$ cat config.mk
export PLATFORM = sky130hd
export DESIGN_NAME = rdi_sb_tx_arbiter
export DESIGN_NICKNAME = d
export VERILOG_FILES = /design/src/rtl/rdi_sb_pkg.sv /design/src/rtl/rdi_sb_slot.sv /design/src/rtl/rdi_sb_tx_arbiter.sv
export SDC_FILE = /design/constraint.sdc
export NUM_CORES = 1
export LEC_CHECK = 0
export CAP_MARGIN = 0
export CORE_MARGIN = 2
export CORE_UTILIZATION = 43
export DETAILED_ROUTE_END_ITERATION = 10
export HOLD_SLACK_MARGIN = 0.02
export PLACE_DENSITY = 0.73
export REMOVE_ABC_BUFFERS = 1
export SYNTH_ARGS = -nofsm -noshare
export SYNTH_HDL_FRONTEND = slang
export SYNTH_SLANG_ARGS = --single-unit
$ cat constraint.sdc
create_clock -name lclk -period 1.45 [get_ports lclk]
set_input_delay 0.3625 -clock lclk [delete_from_list [all_inputs] [get_ports lclk]]
set_output_delay 0.3625 -clock lclk [all_outputs]
set_load 0.005 [all_outputs]
$ cat src/rtl/rdi_sb_pkg.sv
// Shared sideband encodings and arbiter state type for the RDI bring-up TX/RX paths and the sideband TX arbiter.
package rdi_sb_pkg;

   localparam int SB_MSG_W = 4;

   localparam logic [SB_MSG_W-1:0] SB_MSG_NONE      = 4'd0;
   localparam logic [SB_MSG_W-1:0] ACTIVE_REQ       = 4'd1;
   localparam logic [SB_MSG_W-1:0] PM_L1_REQ        = 4'd2;
   localparam logic [SB_MSG_W-1:0] PM_L2_REQ        = 4'd3;
   localparam logic [SB_MSG_W-1:0] LINKERROR_REQ    = 4'd4;
   localparam logic [SB_MSG_W-1:0] RETRAIN_REQ      = 4'd5;
   localparam logic [SB_MSG_W-1:0] LINKRESET_REQ    = 4'd6;
   localparam logic [SB_MSG_W-1:0] DISABLE_REQ      = 4'd7;
   localparam logic [SB_MSG_W-1:0] ACTIVE_RSP       = 4'd8;
   localparam logic [SB_MSG_W-1:0] PM_L1_RSP        = 4'd9;
   localparam logic [SB_MSG_W-1:0] PM_L2_RSP        = 4'd10;
   localparam logic [SB_MSG_W-1:0] LINKERROR_RSP    = 4'd11;
   localparam logic [SB_MSG_W-1:0] RETRAIN_RSP      = 4'd12;
   localparam logic [SB_MSG_W-1:0] LINKRESET_RSP    = 4'd13;
   localparam logic [SB_MSG_W-1:0] PM_NAK_MSG       = 4'd14;
   localparam logic [SB_MSG_W-1:0] DISABLE_RSP      = 4'd15;

   typedef enum logic [1:0] {
      ST_IDLE      = 2'd0,
      ST_ISSUE     = 2'd1,
      ST_WAIT_DONE = 2'd2
   } sb_arb_state_e;

   typedef enum logic {
      GNT_TX = 1'b0,
      GNT_RX = 1'b1
   } sb_gnt_e;

endpackage

$ cat src/rtl/rdi_sb_slot.sv
// One-deep request holding slot; zero messages are ignored and a strobe into a full slot is dropped and flagged.
// A clear and a new strobe on the same edge leave the slot holding the new message.
module rdi_sb_slot
   import rdi_sb_pkg::*;
(
   input  logic                clk,
   input  logic                rst,
   input  logic                i_vld,
   input  logic [SB_MSG_W-1:0] i_msg,
   input  logic                i_clr,
   output logic                o_full,
   output logic                o_full_d,
   output logic [SB_MSG_W-1:0] o_msg,
   output logic                o_ovf
);

   logic                full_q, full_d;
   logic [SB_MSG_W-1:0] msg_q, msg_d;
   logic                strobe;
   logic                capture;

   always_comb begin
      strobe  = i_vld && (i_msg != SB_MSG_NONE);
      capture = strobe && (!full_q || i_clr);
      o_ovf   = strobe && full_q && !i_clr;
      full_d  = full_q;
      msg_d   = msg_q;
      if (capture) begin
         full_d = 1'b1;
         msg_d  = i_msg;
      end else if (i_clr) begin
         full_d = 1'b0;
         msg_d  = SB_MSG_NONE;
      end
   end

   always_ff @(posedge clk) begin
      if (rst) begin
         full_q <= 1'b0;
         msg_q  <= SB_MSG_NONE;
      end else begin
         full_q <= full_d;
         msg_q  <= msg_d;
      end
   end

   assign o_full   = full_q;
   assign o_full_d = full_d;
   assign o_msg    = msg_q;

endmodule

$ cat src/rtl/rdi_sb_tx_arbiter.sv
// Arbitrates bring-up TX and RX sideband messages onto one channel; strobe at k -> o_sb_msg_valid at k+2, held in IDLE while i_sb_busy.
// RDI_SB_ARB_TIMEOUT_EN adds a WAIT_DONE abort after TIMEOUT_CYCLES and the o_timeout pulse.
module rdi_sb_tx_arbiter
   import rdi_sb_pkg::*;
#(
   parameter int TIMEOUT_CYCLES = 1023
) (
   input  logic                lclk,
   input  logic                sys_rst,
   input  logic [SB_MSG_W-1:0] i_tx_sb_message,
   input  logic                i_tx_msg_valid,
   input  logic [SB_MSG_W-1:0] i_rx_sb_message,
   input  logic                i_rx_msg_valid,
   input  logic                i_sb_busy,
   input  logic                i_sb_done,
   output logic [SB_MSG_W-1:0] o_sb_message,
   output logic                o_sb_msg_valid,
   output logic                o_tx_done_send_message,
   output logic                o_rx_done_send_message,
   output logic                o_rx_busy_from_TX,
   output logic                o_overflow
`ifdef RDI_SB_ARB_TIMEOUT_EN
   ,
   output logic                o_timeout
`endif
);

   if (TIMEOUT_CYCLES < 1 || TIMEOUT_CYCLES > 65535) begin : g_bad_timeout
      $error("TIMEOUT_CYCLES must be within 1..65535");
   end

   sb_arb_state_e       state_q, state_d;
   sb_gnt_e             gnt_q, gnt_d;
   sb_gnt_e             last_q, last_d;
   logic [SB_MSG_W-1:0] msg_q, msg_d;
   logic                vld_q, vld_d;
   logic                tx_done_q, tx_done_d;
   logic                rx_done_q, rx_done_d;
   logic                busy_q, busy_d;
   logic                ovf_q, ovf_d;
   logic                clr_tx, clr_rx;
   logic                tx_full, tx_full_d, tx_ovf;
   logic                rx_full, rx_full_d, rx_ovf;
   logic [SB_MSG_W-1:0] tx_msg, rx_msg;
   logic                finish;
`ifdef RDI_SB_ARB_TIMEOUT_EN
   localparam logic [15:0] TO_LAST = 16'(TIMEOUT_CYCLES - 1);
   logic [15:0]         cnt_q, cnt_d;
   logic                timeout_q, timeout_d;
`endif

   rdi_sb_slot u_tx_slot (
      .clk      (lclk),
      .rst      (sys_rst),
      .i_vld    (i_tx_msg_valid),
      .i_msg    (i_tx_sb_message),
      .i_clr    (clr_tx),
      .o_full   (tx_full),
      .o_full_d (tx_full_d),
      .o_msg    (tx_msg),
      .o_ovf    (tx_ovf)
   );

   rdi_sb_slot u_rx_slot (
      .clk      (lclk),
      .rst      (sys_rst),
      .i_vld    (i_rx_msg_valid),
      .i_msg    (i_rx_sb_message),
      .i_clr    (clr_rx),
      .o_full   (rx_full),
      .o_full_d (rx_full_d),
      .o_msg    (rx_msg),
      .o_ovf    (rx_ovf)
   );

   always_comb begin
      state_d   = state_q;
      gnt_d     = gnt_q;
      last_d    = last_q;
      msg_d     = msg_q;
      vld_d     = 1'b0;
      tx_done_d = 1'b0;
      rx_done_d = 1'b0;
      clr_tx    = 1'b0;
      clr_rx    = 1'b0;
      finish    = 1'b0;
`ifdef RDI_SB_ARB_TIMEOUT_EN
      cnt_d     = cnt_q;
      timeout_d = 1'b0;
`endif
      case (state_q)
         ST_IDLE: begin
            if ((tx_full || rx_full) && !i_sb_busy) begin
               // On a tie the requester that lost the previous grant wins.
               gnt_d   = (rx_full && (!tx_full || last_q == GNT_TX)) ? GNT_RX : GNT_TX;
               last_d  = gnt_d;
               msg_d   = (gnt_d == GNT_RX) ? rx_msg : tx_msg;
               vld_d   = 1'b1;
               state_d = ST_ISSUE;
            end
         end
         ST_ISSUE: begin
            state_d = ST_WAIT_DONE;
`ifdef RDI_SB_ARB_TIMEOUT_EN
            cnt_d   = '0;
`endif
         end
         ST_WAIT_DONE: begin
            if (i_sb_done) begin
               finish    = 1'b1;
               tx_done_d = (gnt_q == GNT_TX);
               rx_done_d = (gnt_q == GNT_RX);
            end
`ifdef RDI_SB_ARB_TIMEOUT_EN
            else if (cnt_q == TO_LAST) begin
               finish    = 1'b1;
               timeout_d = 1'b1;
            end else begin
               cnt_d = cnt_q + 16'd1;
            end
`endif
            if (finish) begin
               clr_tx  = (gnt_q == GNT_TX);
               clr_rx  = (gnt_q == GNT_RX);
               msg_d   = SB_MSG_NONE;
               state_d = ST_IDLE;
            end
         end
         default: state_d = ST_IDLE;
      endcase
   end

   assign busy_d = tx_full_d || (gnt_d == GNT_TX && state_d != ST_IDLE);
   assign ovf_d  = tx_ovf || rx_ovf;

   always_ff @(posedge lclk) begin
      if (sys_rst) begin
         state_q   <= ST_IDLE;
         gnt_q     <= GNT_TX;
         last_q    <= GNT_TX;
         msg_q     <= SB_MSG_NONE;
         vld_q     <= 1'b0;
         tx_done_q <= 1'b0;
         rx_done_q <= 1'b0;
         busy_q    <= 1'b0;
         ovf_q     <= 1'b0;
`ifdef RDI_SB_ARB_TIMEOUT_EN
         cnt_q     <= '0;
         timeout_q <= 1'b0;
`endif
      end else begin
         state_q   <= state_d;
         gnt_q     <= gnt_d;
         last_q    <= last_d;
         msg_q     <= msg_d;
         vld_q     <= vld_d;
         tx_done_q <= tx_done_d;
         rx_done_q <= rx_done_d;
         busy_q    <= busy_d;
         ovf_q     <= ovf_d;
`ifdef RDI_SB_ARB_TIMEOUT_EN
         cnt_q     <= cnt_d;
         timeout_q <= timeout_d;
`endif
      end
   end

   assign o_sb_message           = msg_q;
   assign o_sb_msg_valid         = vld_q;
   assign o_tx_done_send_message = tx_done_q;
   assign o_rx_done_send_message = rx_done_q;
   assign o_rx_busy_from_TX      = busy_q;
   assign o_overflow             = ovf_q;
`ifdef RDI_SB_ARB_TIMEOUT_EN
   assign o_timeout              = timeout_q;
`endif

endmodule

After elaboration in Yosys (flattened, before gate mapping)
Index checks and enable logic that the tools add are counted.
Operators by class
  add/subtract/negate cells: 0
  multiply operators: 0
  divide/modulo/power cells: 0
  order comparisons: 0
  eq/ne operators: 4
  shift-type cells: 0
  mux-type cells: 25
  bitwise gates (word level): 6
  reduce and logical (&&, ||, !) cells: 33
Operators with widths (count)
  $mux 4: 7
  $mux 1: 14
  $logic_and 1x1->1: 11
  $pmux 4 s2: 1
  $reduce_bool 2->1: 4
  $reduce_bool 4->1: 2
  $logic_or 1x1->1: 6
  $not 1->1: 6
  $pmux 2 s3: 1
  $logic_not 1->1: 5
  $mux 2: 2
  $ne 2x2->1 const B: 2
  $reduce_and 3->1: 1
  $reduce_or 3->1: 1
  $eq 2x1->1 const B: 1
  $eq 2x2->1 const B: 1
  $logic_not 2->1: 1
  $reduce_and 2->1: 1
  $reduce_or 2->1: 1
Storage, ports and cells
  register bits after elaboration: 23
  bits in latches: 0
  bits in writable memories: 0
  ROM bits: 0
  input bits: 14
  logic and storage cells: 81
  memories: 0

Depth between registers and ports, before layout
  depth after elaboration: 9
  depth in mapped cells: 5
  gate-level depth less buffers: 4

Modules after synthesis
From an unflattened synthesis, not the netlist that was laid out.
Second synthesis, totals
  cell total of the unflattened synthesis: 95
  area, all modules: 1007.2 µm²
By module, submodules not included
  rdi_sb_tx_arbiter: times used 1, cells an instance 61, area each 579.3 µm², sequential area each 260.2 µm²
  rdi_sb_slot: times used 2, cells an instance 17, area each 214.0 µm², sequential area each 100.1 µm²

Worst setup path after synthesis
No wires, ideal clock.
  kind: register to register
  start point: register state_q[1]
  end point: register gnt_q
  library setup time: 0.114 ns
  arrival time: 1.402 ns
  data required time: 1.336 ns
  setup slack: -0.066 ns
  cell stages (with the launch flop): 6
  period minus slack after synthesis: 1.516 ns
  path through: dfxtp_1 -> or3_1 -> buf_4 -> nor2_8 -> mux2_4 -> and2b_1
On the way
  word-level cells in the longest chain between the ends: 2
Ends and longest elaborated chain
  start, declared: line rdi_sb_tx_arbiter.sv:32  | sb_arb_state_e state_q, state_d;
  start signal, assigned: line rdi_sb_tx_arbiter.sv:152  | state_q <= state_d;
  $logic_not 2->1: line rdi_sb_tx_arbiter.sv:91  | case (state_q)
  $mux 1: line rdi_sb_tx_arbiter.sv:91
  end signal, assigned: line rdi_sb_tx_arbiter.sv:153  | gnt_q <= gnt_d;
  end, declared: line rdi_sb_tx_arbiter.sv:33  | sb_gnt_e gnt_q, gnt_d;
Every way passes these cells.
A chain may end at the register's enable or synchronous reset.

Final worst setup path
  start point: input port i_sb_done
  end point: register ovf_q, in the netlist o_overflow
On the way
  word-level cells in the longest chain between the ends: 7
  elaborated cells on any way between the ends: 11
  those cells by class: mux: 6; reduce/logical: 5
Ends and longest elaborated chain
  start, declared: line rdi_sb_tx_arbiter.sv:15  | input logic i_sb_done,
  $mux 1 *: line rdi_sb_tx_arbiter.sv:109  | if (i_sb_done) begin
  $mux 1 *: line rdi_sb_tx_arbiter.sv:91
  $mux 1: line rdi_sb_tx_arbiter.sv:122  | if (finish) begin
  $mux 1: line rdi_sb_tx_arbiter.sv:91
  $logic_not 1->1: line rdi_sb_slot.sv:25  | o_ovf = strobe && full_q && !i_clr;
  $logic_and 1x1->1: line rdi_sb_slot.sv:25
  $logic_or 1x1->1 *: line rdi_sb_tx_arbiter.sv:134  | assign ovf_d = tx_ovf || rx_ovf;
  end signal, assigned: line rdi_sb_tx_arbiter.sv:160  | ovf_q <= ovf_d;
  end, declared: line rdi_sb_tx_arbiter.sv:40  | logic ovf_q, ovf_d;
Mark *: on every way between the ends. The rest lies on a longest branch, timed or not. The select of a mux whose other input is x is not followed.

==> metrics.md <==
| Metric | Value |
|---|---|
| Status | finished, violations left |
| DP HPWL | 1590 um |
| Lkg Pwr | 0.614 nW |
| Syn Std Cell Area | 995 um^2 |
| CP Launch Type | primary input |
| Most frequent cells in the layout | dfxtp_1 (19), buf_4 (19), a21oi_1 (15) |
| Skew-Pair Late Insertion Delay | 0.30 ns |
| Largest net degree at the start of global routing | 13 |
| Synth Flop Type | dfxtp_1 |
| Via count | 854 |
| Worst-margin pin slew | 0.319 ns |
| # diodes | 0 |
| Max-slew headroom | 0.787 |
| WP data required | 1.64 ns |
| Synth Warn # | 0 |
| H-tree levels | 1 |
| Hold/Removal Path Class | primary input to flip-flop |
| Congestion Overflow GR | 0 |
| Clock skew | 0.00322 ns |
| P&R area growth vs syn | 43.9% |
| Clk slew on worst S/H paths | 0.12 ns |
| GRT Resource Usage Total | 0.174 |
| Pre-CTS WS | -0.408 ns |
| Setup violators final | 1 |
| Syn avg cell area | 9.75 um^2 |
| Tcrit/Tclk final | 1.04 |
| DIE WIDTH | 52.1 um |
| Sequential share of the synthesized area | 0.463 |
| FFs w/ async S/R, synth | 0 |
| Crit end category | flip-flop |
| Number of synthesized flops with an enable pin | 0 |
| Chip height | 52.1 um |
| Peak supply drop | 0.000708 V |
| Area post-placement | 0.00133 mm^2 |
| Area leader, netlist | dfxtp_1 |
| Library cells used by synthesis | 30 |
| Fill cells | 200 |
| RSZ-0062 raised after global routing | true |
| CTS Hold Buffers Added | 0 |
| Post-synthesis register bit count | 23 |
| Root buf cell | clkbuf_4 |
| Initial core utilization | 0.454 |
| Max Buffers Root-to-Sink | 2 |
| Final wirelength | 2150 um |
| Routed WL per cell | 12.7 um |
| Fmax | 0.663 GHz |
| Core area | 0.00219 mm^2 |
| First-pass GRT wire length | 3460 um |
| Ranking of synthesized cells by area | dfxtp_1 (46%), o211ai_1 (9.1%), a21oi_1 (8.6%), nand2_1 (5.3%), mux2_2 (4.5%) |
| Sequential Area | 465 um^2 |
| Initial drt markers | 10 |
| Area of the multi-input gates | 542 um^2 |
| Num rows | 17 |
| Initial antenna violation count | 0 |
| Max-slew violation count | 0 |
| Final instance area | 0.00143 mm^2 |
| Violated checks | setup timing |
| Max Cap Viol | 0 |
| Post-route setup slack | -0.0578 ns |
| Post-synth top area share | 0.463 |
| CTS tree | yes |
| Clock sinks | 23 |
| # DRC | 0 |
| Kind of critical path | primary input to flip-flop |
| DIE AREA | 0.00271 mm^2 |
| Worst-path maximum fanout | 7 |
| Final ANT Viol Nets | 0 |
| Gate Count Post-Synth | 102 |
| NumNets Final | 156 |
| P per Cell Area | 849 mW/mm^2 |
| Port Buffer Count | 22 |
| Average vias per placed instance | 5.05 |
| Final hold violation count | 0 |
| Pre-antenna DRT Iters | 4 |
| Num ports | 23 |
| Final min period | 1.51 ns |
| GP Congestion | 0.771 |
| Fraction of layout cells with a size suffix above 1 | 0.291 |
| TritonCTS Buffers | 3 |
| Vias in the first global route | 837 |
| WP data arrival | 1.70 ns |
## cell type report
class	count	share of cell area
Clock buffer	4	0.0184
Inverter	1	0.00262
Multi-Input combinational cell	72	0.378
Sequential cell	23	0.325
Tap cell	28	0.0245
Timing Repair Buffer	41	0.251
## Yosys cell counts (2+ instances only)
master,number
o211ai_1,12
nand2_1,14
buf_2,2
nor2_1,5
mux2_2,4
dfxtp_1,23
a21oi_1,17
clkbuf_1,3
## cells by family (layout without fill, tap and decap cells)
logic type,Yosys count,in the layout,share of synthesized area
buffers and inverters,7,46,0.0327
and+or+nand+nor,31,31,0.182
muxes,6,6,0.0704
DFF,23,23,0.463
AOI/OAI and AO/OA,35,35,0.252
## what timing repair did
item | in CTS | in global routing
pin swaps | 1 | 5
endpoints found under the setup margin | 15 | 9
hold endpoints to repair | 0 | 0
resized for setup | 16 | 8
buffers inserted | 1 | 3
## registers in the layout, indices dropped and copies added, names as in the netlist
register / cells
o_sb_message: 4
u_rx_slot.o_msg: 4
u_tx_slot.o_msg: 4
state_q: 2
gnt_q: 1
last_q: 1
o_overflow: 1
o_rx_busy_from_TX: 1
o_rx_done_send_message: 1
o_sb_msg_valid: 1
o_tx_done_send_message: 1
u_rx_slot.o_full: 1
u_tx_slot.o_full: 1
## metal layers
metal / vias to the layer above / wire length [um] / global-route usage
met5: - / 0 / 0
met4: 0 / 15 / 0.0877
met3: 2 / 63 / 0.0259
met2: 12 / 1070 / 0.285
met1: 391 / 999 / 0.219
li1: 449 / - / -
## report_power, final
group | leakage [nW] | internal [mW] | switching (mW) | total (mW)
Sequential | 0.190 | 0.666 | 0.0186 | 0.684
Combinational | 0.408 | 0.133 | 0.113 | 0.246
Clock | 0.0150 | 0.107 | 0.177 | 0.284
## critical path, stage by stage
cell             delay, ns
clkdlybuf4s50_1       0.58
nand4b_1              0.21
buf_4                 0.22
o21ai_0               0.21
o31ai_1               0.11
## final timing paths
path	startpoint	end	slack (ns)	depth (start not counted)
worst max-delay path	i_sb_done	o_overflow$_SDFF_PP0_	-0.06	5
worst min-delay path	i_rx_sb_message[1]	u_rx_slot.o_msg[1]$_SDFFE_PP0P_	0.37	3
worst max register to register	state_q[0]$_SDFF_PP0_	gnt_q$_SDFF_PP0_	0.04	4
worst min register to register	o_sb_message[1]$_SDFFE_PP0P_	o_sb_message[1]$_SDFFE_PP0P_	0.49	2
## through the flow
step	total power, mW	utilization	instances	hold slack, ns	TNS, ns
2_1_floorplan	0.804	-	96	0.432	-0.155
3_3_place_gp	0.928	0.609	161	0.473	-5.17
3_5_place_dp	0.932	0.609	161	0.481	-5.78
4_1_cts	1.21	0.623	166	0.487	-0.0170
5_1_grt	1.28	0.653	169	0.386	-0.171
6_report	1.21	0.653	169	0.370	-0.0578
Power figures use the tool's default switching activity.
